$ cat src/rtl/block_mem_responder.sv
`default_nettype none
// =============================================================================
// Module   : block_mem_responder
// Desc     : Main-memory responder serving cache line fills and dirty write-backs
//            after a fixed access latency. Optional macro CRIT_WORD_FIRST_EN adds
//            req_word so fills start at the critical word and wrap.
// Revision : 1.0
// =============================================================================
module block_mem_responder #(
   parameter int WORD_W      = 32,
   parameter int DEPTH_WORDS = 64,
   parameter int BLOCK_WORDS = 4,
   parameter int LATENCY     = 3,
   parameter int ADDR_W      = $clog2(DEPTH_WORDS / BLOCK_WORDS),
   parameter int BEAT_W      = (BLOCK_WORDS > 1) ? $clog2(BLOCK_WORDS) : 1
) (
   input  logic              clock,
   input  logic              reset_n,
   input  logic              req_valid,
   output logic              req_ready,
   input  logic              req_write,
   input  logic [ADDR_W-1:0] req_addr,
`ifdef CRIT_WORD_FIRST_EN
   input  logic [BEAT_W-1:0] req_word,
`endif
   input  logic [WORD_W-1:0] wdata,
   input  logic              wdata_valid,
   output logic              wdata_ready,
   output logic [WORD_W-1:0] rdata,
   output logic              rdata_valid,
   output logic              rdata_last,
   output logic              wr_done
);

   localparam int                c_LAT_W     = (LATENCY > 1) ? $clog2(LATENCY) : 1;
   localparam int                c_MEM_AW    = (DEPTH_WORDS > 1) ? $clog2(DEPTH_WORDS) : 1;
   localparam logic [c_LAT_W-1:0] c_LAT_LAST  = c_LAT_W'(LATENCY - 1);
   localparam logic [BEAT_W-1:0]  c_BEAT_LAST = BEAT_W'(BLOCK_WORDS - 1);

   typedef enum logic [2:0] {
      ST_IDLE     = 3'd0,
      ST_RD_WAIT  = 3'd1,
      ST_RD_BURST = 3'd2,
      ST_WR_BURST = 3'd3,
      ST_WR_WAIT  = 3'd4
   } state_t;

   state_t              r_state;
   state_t              w_state_nxt;
   logic [c_LAT_W-1:0]  r_lat;
   logic [c_LAT_W-1:0]  w_lat_nxt;
   logic [BEAT_W-1:0]   r_beat;
   logic [BEAT_W-1:0]   w_beat_nxt;
   logic [ADDR_W-1:0]   r_addr;
   logic [BEAT_W-1:0]   r_start;
   logic [BEAT_W-1:0]   w_start_in;
   logic [BEAT_W-1:0]   w_rd_word;
   logic [c_MEM_AW-1:0] w_rd_idx;
   logic [c_MEM_AW-1:0] w_wr_idx;
   logic                w_accept;
   logic                w_mem_we;
   logic [WORD_W-1:0]   r_mem [DEPTH_WORDS];

`ifdef CRIT_WORD_FIRST_EN
   assign w_start_in = req_word;
`else
   assign w_start_in = '0;
`endif

   assign w_accept  = (r_state == ST_IDLE) && req_valid;
   // Beat-width addition wraps the fill order around the block boundary.
   assign w_rd_word = r_start + r_beat;
   assign w_rd_idx  = c_MEM_AW'(r_addr) * c_MEM_AW'(BLOCK_WORDS) + c_MEM_AW'(w_rd_word);
   assign w_wr_idx  = c_MEM_AW'(r_addr) * c_MEM_AW'(BLOCK_WORDS) + c_MEM_AW'(r_beat);

   always_ff @(posedge clock or negedge reset_n) begin
      if (!reset_n) begin
         r_state <= ST_IDLE;
         r_lat   <= '0;
         r_beat  <= '0;
         r_addr  <= '0;
         r_start <= '0;
      end else begin
         r_state <= w_state_nxt;
         r_lat   <= w_lat_nxt;
         r_beat  <= w_beat_nxt;
         if (w_accept) begin
            r_addr  <= req_addr;
            r_start <= w_start_in;
         end
      end
   end

   // The array is deliberately outside the reset domain so a reset keeps its contents.
   always_ff @(posedge clock) begin
      if (w_mem_we) begin
         r_mem[w_wr_idx] <= wdata;
      end
   end

   always_comb begin
      w_state_nxt = r_state;
      w_lat_nxt   = r_lat;
      w_beat_nxt  = r_beat;
      w_mem_we    = 1'b0;
      req_ready   = 1'b0;
      wdata_ready = 1'b0;
      rdata       = '0;
      rdata_valid = 1'b0;
      rdata_last  = 1'b0;
      wr_done     = 1'b0;
      case (r_state)
         ST_IDLE: begin
            req_ready = 1'b1;
            if (req_valid) begin
               w_beat_nxt  = '0;
               w_lat_nxt   = '0;
               w_state_nxt = req_write ? ST_WR_BURST : ST_RD_WAIT;
            end
         end
         ST_RD_WAIT: begin
            if (r_lat == c_LAT_LAST) begin
               w_lat_nxt   = '0;
               w_state_nxt = ST_RD_BURST;
            end else begin
               w_lat_nxt = r_lat + c_LAT_W'(1);
            end
         end
         ST_RD_BURST: begin
            rdata_valid = 1'b1;
            rdata       = r_mem[w_rd_idx];
            w_beat_nxt  = r_beat + BEAT_W'(1);
            if (r_beat == c_BEAT_LAST) begin
               rdata_last  = 1'b1;
               w_state_nxt = ST_IDLE;
            end
         end
         ST_WR_BURST: begin
            wdata_ready = 1'b1;
            if (wdata_valid) begin
               w_mem_we   = 1'b1;
               w_beat_nxt = r_beat + BEAT_W'(1);
               if (r_beat == c_BEAT_LAST) begin
                  w_lat_nxt   = '0;
                  w_state_nxt = ST_WR_WAIT;
               end
            end
         end
         ST_WR_WAIT: begin
            // wr_done is raised during the final latency cycle, then IDLE follows.
            if (r_lat == c_LAT_LAST) begin
               wr_done     = 1'b1;
               w_lat_nxt   = '0;
               w_state_nxt = ST_IDLE;
            end else begin
               w_lat_nxt = r_lat + c_LAT_W'(1);
            end
         end
         default: begin
            w_state_nxt = ST_IDLE;
         end
      endcase
   end

endmodule
`default_nettype wire
$ cat config.mk
export PLATFORM = sky130hd
export DESIGN_NAME = block_mem_responder
export DESIGN_NICKNAME = d
export VERILOG_FILES = /design/src/rtl/block_mem_responder.sv
export SDC_FILE = /design/constraint.sdc
export NUM_CORES = 2
export LEC_CHECK = 0
export CAP_MARGIN = 30
export CORE_AREA = 2 2 429 431
export DETAILED_ROUTE_END_ITERATION = 7
export DIE_AREA = 0 0 431 433
export SLEW_MARGIN = 20
export SYNTH_ARGS = -nofsm -noshare
export SYNTH_HDL_FRONTEND = slang
export SYNTH_SLANG_ARGS = --single-unit
$ cat constraint.sdc
create_clock -name clock -period 4.2 [get_ports clock]
set_clock_uncertainty 0.15 [all_clocks]
set_input_delay 0.63 -clock clock [delete_from_list [all_inputs] [get_ports clock]]
set_output_delay 0.63 -clock clock [all_outputs]
set_load 0.005 [all_outputs]
After elaboration in Yosys (flattened, before gate mapping)
Memory sizes are Yosys's and may differ from the RTL's.
Cells that the tools add are included.
Widths: inputs -> output; s select.
Storage, ports and cells
  register bits: 11
  bits in latches: 0
  memory bits (writable): 2048
  ROM bits: 0
  input port bits: 41
  output and inout port bits: 37
  word-level logic and storage cells: 55
  memories kept: 1
Memories
  r_mem: words 64, bits a word 32, rd ports 1, clocked after memory_dff 0, write ports 1, RTL line 62  | logic [WORD_W-1:0] r_mem [DEPTH_WORDS];
Operators by class
  add/subtract/negate cells: 3
  multiply operators: 0
  div/mod/pow operators: 0
  $lt $le $gt $ge: 0
  eq/ne operators: 12
  shift-type cells: 0
  mux-type cells: 27
  bitwise operators: 0
  reduce and logical (&&, ||, !) cells: 8
Operators with widths (number)
  $mux 32: 1
  $mux 3: 6
  $pmux 3 s5: 1
  $mux 2: 6
  $ne 2x2->1 const B: 6
  $pmux 2 s3: 2
  $mux 1: 11
  $add 6x2->6: 1
  $eq 3x2->1 const B: 2
  $reduce_and 6->1: 1
  $reduce_bool 3->1: 2
  $add 2x1->2 const B: 2
  $eq 2x2->1 const B: 2
  $reduce_and 4->1: 1
  $eq 3x1->1 const B: 1
  $eq 3x3->1 const B: 1
  $logic_not 3->1: 1
  $reduce_and 3->1: 1
  $reduce_or 2->1: 1
  $logic_and 1x1->1: 1

Depth between registers and ports, before layout
  word-level depth: 4
  depth in mapped cells: 10
  gate-level depth less buffers: 6

Worst setup path before layout
No wires, ideal clock.
  path kind: register to register
  start point: register r_addr[0]
  end point: memory r_mem[11][0], enable pin
  library setup time: 421 ps
  arrival: 3048 ps
  data required time: 3629 ps
  slack: 581 ps
  cell stages (with the launch flop): 9
  path buffers: 5
  clock period less this slack: 3619 ps
  cells stage by stage: dfrtp_1 buf_6 buf_4 buf_2 buf_2 buf_2 nor4_1 nand2_1 nor2_1
On the way
  longest elaborated chain between the ends: 1
RTL lines
  from (decl): RTL line 54  | logic [ADDR_W-1:0] r_addr;
  from (signal assigned): RTL line 88  | r_addr <= req_addr;
  $add 6x2->6: RTL line 74  | assign w_wr_idx = c_MEM_AW'(r_addr) * c_MEM_AW'(BLOCK_WORDS) + c_MEM_AW'(r_beat);
  to (decl): RTL line 62
No other way between the ends.

Worst setup path after layout
  start point: register r_beat[1]
  end point: output rdata[4]
On the way
  longest elaborated chain between the ends: 3
RTL lines
  from (decl): RTL line 52  | logic [BEAT_W-1:0] r_beat;
  from (signal assigned): RTL line 86  | r_beat <= w_beat_nxt;
  $add 6x2->6: RTL line 73  | assign w_rd_idx = c_MEM_AW'(r_addr) * c_MEM_AW'(BLOCK_WORDS) + c_MEM_AW'(w_rd_word);
  $mem_v2 64x32
  $mux 32: RTL line 112  | case (r_state)
  to (decl): RTL line 29  | output logic [WORD_W-1:0] rdata,
No other way between the ends.

==> impl_metrics.csv <==
group,metric,value,unit
sta,timing.final.ws_setup,-0.2762,ns
min_path,hold_start,"wdata[9]",
sta,fmax,223.4,MHz
critical_path,crit_top_cell,"buf_16",
clocking,cts_sinks,2059,
critical_path,critPathKind,"register to output port",
min_path,worstHoldEndpoint,"r_mem[22][9]$_DFFE_PP_",
routing,wirelength,252.1,mm
sta,setup_viol,30,
sta,post-route-period-util,106.6,%
sta,timing.hold.ws,0.03503,ns
pwr,p_total,66630,µW
yosys,ys_seq_elements,2059,
yosys,syn_area,77940,µm²
pwr,irDropWorstVdd,0.4389,mV
critical_path,worst_path_largest_cell_delay,0.50,ns
critical_path,arrival,3.70,ns
floorplanning,start_util,42.80,%
clocking,hold_buffers,0,
place,pre_cts_slack,-0.1989,ns
critical_path,worstSetupEndpointType,"output port",
critical_path,reg2reg_slack,0.44,ns
sta,finalHoldViolations,0,
global_routing,grt_start_max_net_pins,59,
floorplanning,die-area,186600,µm²
outcome,outcome,"finished, violations left",
global_routing,grt_pass1_vias,45410,
clocking,cts_tree,"done",
layout,area_delta_synth_final,24.18,%
clocking,cts.path.max_buffers,3,
floorplanning,core_area,182100,µm²
critical_path,worstPathRequired,3.42,ns
critical_path,r2r_cells,13,
yosys,synth_ff_type,"edfxtp_1",
global_routing,antenna_found_initial,10,
layout,multi_input_comb_area,17810,µm²
routing,drc,0,
min_path,min_path_cells,1,
yosys,synth_edf_count,2048,
clocking,path_clk_slew,0.06,ns
routing,dr.first_iter.drc_count,7084,
critical_path,rr_endpoint,"r_mem[32][22]$_DFFE_PP_",
critical_path,r2r-start,"r_beat[1]$_DFFE_PN0P_",
clocking,cts_root_buf,"clkbuf_16",
yosys,avgSynthCellArea,18.20,µm²
floorplanning,pin_count,78,
outcome,violations,"setup timing",
global_routing,grt_usage,25.86,%
yosys,yosys.area_share.xor_xnor,0.01124,%
global_routing,grt-ovfl-total,0,
yosys,synthAdderAreaFrac,0.01605,%
routing,dr_total_vias,47920,
floorplanning,die_h,433,µm
clocking,cts_buffers,196,
yosys,syn_nets,4324,
layout,regArea,61790,µm²
sta,maxSlewViolCount,0,
critical_path,startpoint_type,"register",
pwr,power_density,688.4,nW/µm²
run,cap_viol_max_count,0,
layout,fillCellCount,13970,
clocking,htreeDepth,4,
critical_path,cp_max_fo,6,
routing,ant_nets,0,
clocking,clk_latency,0.83,ns
sta,period_needed,4.476,ns
place,hpwlAfterDp,138.3,mm
routing,via_per_inst,6.514,
yosys,synthArstFlopShare,0.5342,%
sta,rsz0062_at_grt,"true",
yosys,synth_cell_types,62,
critical_path,path_cells,"buf_8 -> nor2b_4 -> buf_6 -> buf_16 -> buf_16 -> clkbuf_4 -> a221oi_2 -> nor2_2 -> o21ai_2 -> nand4_1 -> o31a_1 -> clkbuf_2",
sta,tightest_slew,0.8927,ns
yosys,synth-compound-area-share,12.17,%
layout,nNetsFinal,4855,
yosys,yosysWarningCount,0,
sta,setup-tns-final,-4.288,ns
floorplanning,die-width,431,µm
layout,drive_gt1_share,30.83,%
place,gp_congestion,0.8424,
routing,firstDrtPassIters,6,
yosys,synth_top_family_by_area,"compound AO/OA/AOI/OAI gates",
yosys,synthMuxAreaShare,4.025,%
sta,maxSlewHeadroom,40.49,%
yosys,synthesis.instances,4282,
critical_path,slowest_stage,"dfrtp_4",
global_routing,grt_first_pass_wirelength,344.4,mm
place,port_buffers,77,
routing,post_drt_wl_per_cell,34.27,µm
floorplanning,num_rows,157,
pwr,power.leakage,0.03080,µW
yosys,synth_simple_gate_area_share,2.333,%
min_path,hp-class,"input pin to register",
yosys,ys_seq_area_share,79.26,%
-- registers in the layout, summed over array words and instances, names as in the netlist --
register,flops
r_lat,2
r_beat,2
r_mem,2048
r_addr,4
r_state,3
-- synth_stat cells, drive strengths merged, types with 14 or more instances --
master	instances	area share, %
a21oi	39	0.25
a32oi	25	0.28
a221o	14	0.18
nor2	305	1.5
o22ai	115	0.92
mux2i	103	1.3
mux4	66	1.9
clkbuf	138	0.66
edfxtp	2048	79
a221oi	504	5.7
a22o	54	0.61
mux2	55	0.79
nor3	25	0.17
a222oi	16	0.21
o31a	26	0.29
o22a	16	0.18
buf	203	1.5
nand4	17	0.14
a22oi	193	1.9
nand2	38	0.18
o21ai	152	0.98
-- power by group --
group | internal [µW] | switching (µW) | leakage [µW]
clock network | 9390 | 7530 | 0.00292
logic | 10900 | 15700 | 0.00934
registers | 22900 | 203 | 0.0185
total | 43200 | 23400 | 0.0308
-- cells by family (layout without fill, tap and decap cells) --
group	after synthesis	after routing
other cells	0	2
fa+ha+maj	1	1
simple gates	430	430
xor+xnor	1	1
buf+inv	346	1033
compound gates	1221	1221
mux	224	224
flops	2059	2059
-- what timing repair did --
item | CTS | global route
pin swaps | 134 | 200
gates cloned | 35 | 22
setup endpoints to repair | 32 | 33
gates resized for setup | 471 | 370
setup buffers | 76 | 104
-- cells in the final DEF (no fill, tap or decap), drive strengths merged, types with 6 or more instances in the layout --
| cell type | n |
|---|---|
| a211oi | 13 |
| a21oi | 39 |
| a221o | 14 |
| a221oi | 504 |
| a222oi | 16 |
| a22o | 54 |
| a22oi | 193 |
| a32oi | 25 |
| and2 | 6 |
| and3 | 6 |
| buf | 610 |
| bufbuf | 11 |
| bufinv | 11 |
| clkbuf | 290 |
| clkdlybuf4s50 | 13 |
| clkinv | 78 |
| dfrtp | 11 |
| edfxtp | 2048 |
| inv | 12 |
| mux2 | 55 |
| mux2i | 103 |
| mux4 | 66 |
| nand2 | 38 |
| nand3 | 9 |
| nand4 | 17 |
| nor2 | 305 |
| nor2b | 6 |
| nor3 | 25 |
| o2111ai | 12 |
| o211a | 12 |
| o21ai | 152 |
| o221ai | 11 |
| o22a | 16 |
| o22ai | 115 |
| o31a | 26 |
-- critical path: cells and delay by family (launching register included) --
kind | cells | cell delay (ns)
DFF | 1 | 0.50
and+or+nand+nor | 3 | 0.61
buffers and inverters | 6 | 0.88
AOI/OAI and AO/OA | 3 | 0.84
-- per-stage QoR --
step	util, %	std cells	area [µm²]
after floorplan	-	4282	77940
after global placement	46.25	6767	84230
after detailed placement	46.37	6777	84440
after CTS	51.54	7241	93850
after global routing	53.15	7354	96780
final	53.15	7356	96780
-- cell type report --
| cell class | count | share of cell area, % |
|---|---|---|
| repair buffers | 674 | 8.407 |
| diodes | 2 | 0.005171 |
| multi-input cells | 1877 | 18.41 |
| clock inverters | 98 | 0.8132 |
| clock buffers | 256 | 5.388 |
| inverters | 5 | 0.05300 |
| well taps | 2385 | 3.083 |
| flip-flops and latches | 2059 | 63.84 |
-- per-layer routing --
layer / share of wire (%) / wire [µm] / track usage (%)
met2: 47 / 118100 / 41.01
met1: 39 / 97870 / 35.81
met3: 10 / 25290 / 4.040
met4: 4.3 / 10790 / 10.66
met5: 0.015 / 38 / 0
-- worst max-delay path by stage --
stage          depth (start not counted)                   from                      to
6_report                              12  r_beat[1]$_DFFE_PN0P_                rdata[4]
5_1_grt                               11  r_beat[0]$_DFFE_PN0P_               rdata[14]
4_1_cts                               11  r_beat[0]$_DFFE_PN0P_               rdata[12]
3_5_place_dp                           9  r_addr[1]$_DFFE_PN0P_                rdata[2]
3_3_place_gp                           9  r_addr[1]$_DFFE_PN0P_                rdata[2]
2_1_floorplan                          8  r_addr[0]$_DFFE_PN0P_  r_mem[11][0]$_DFFE_PP_
(Power assumes the default switching activity.)
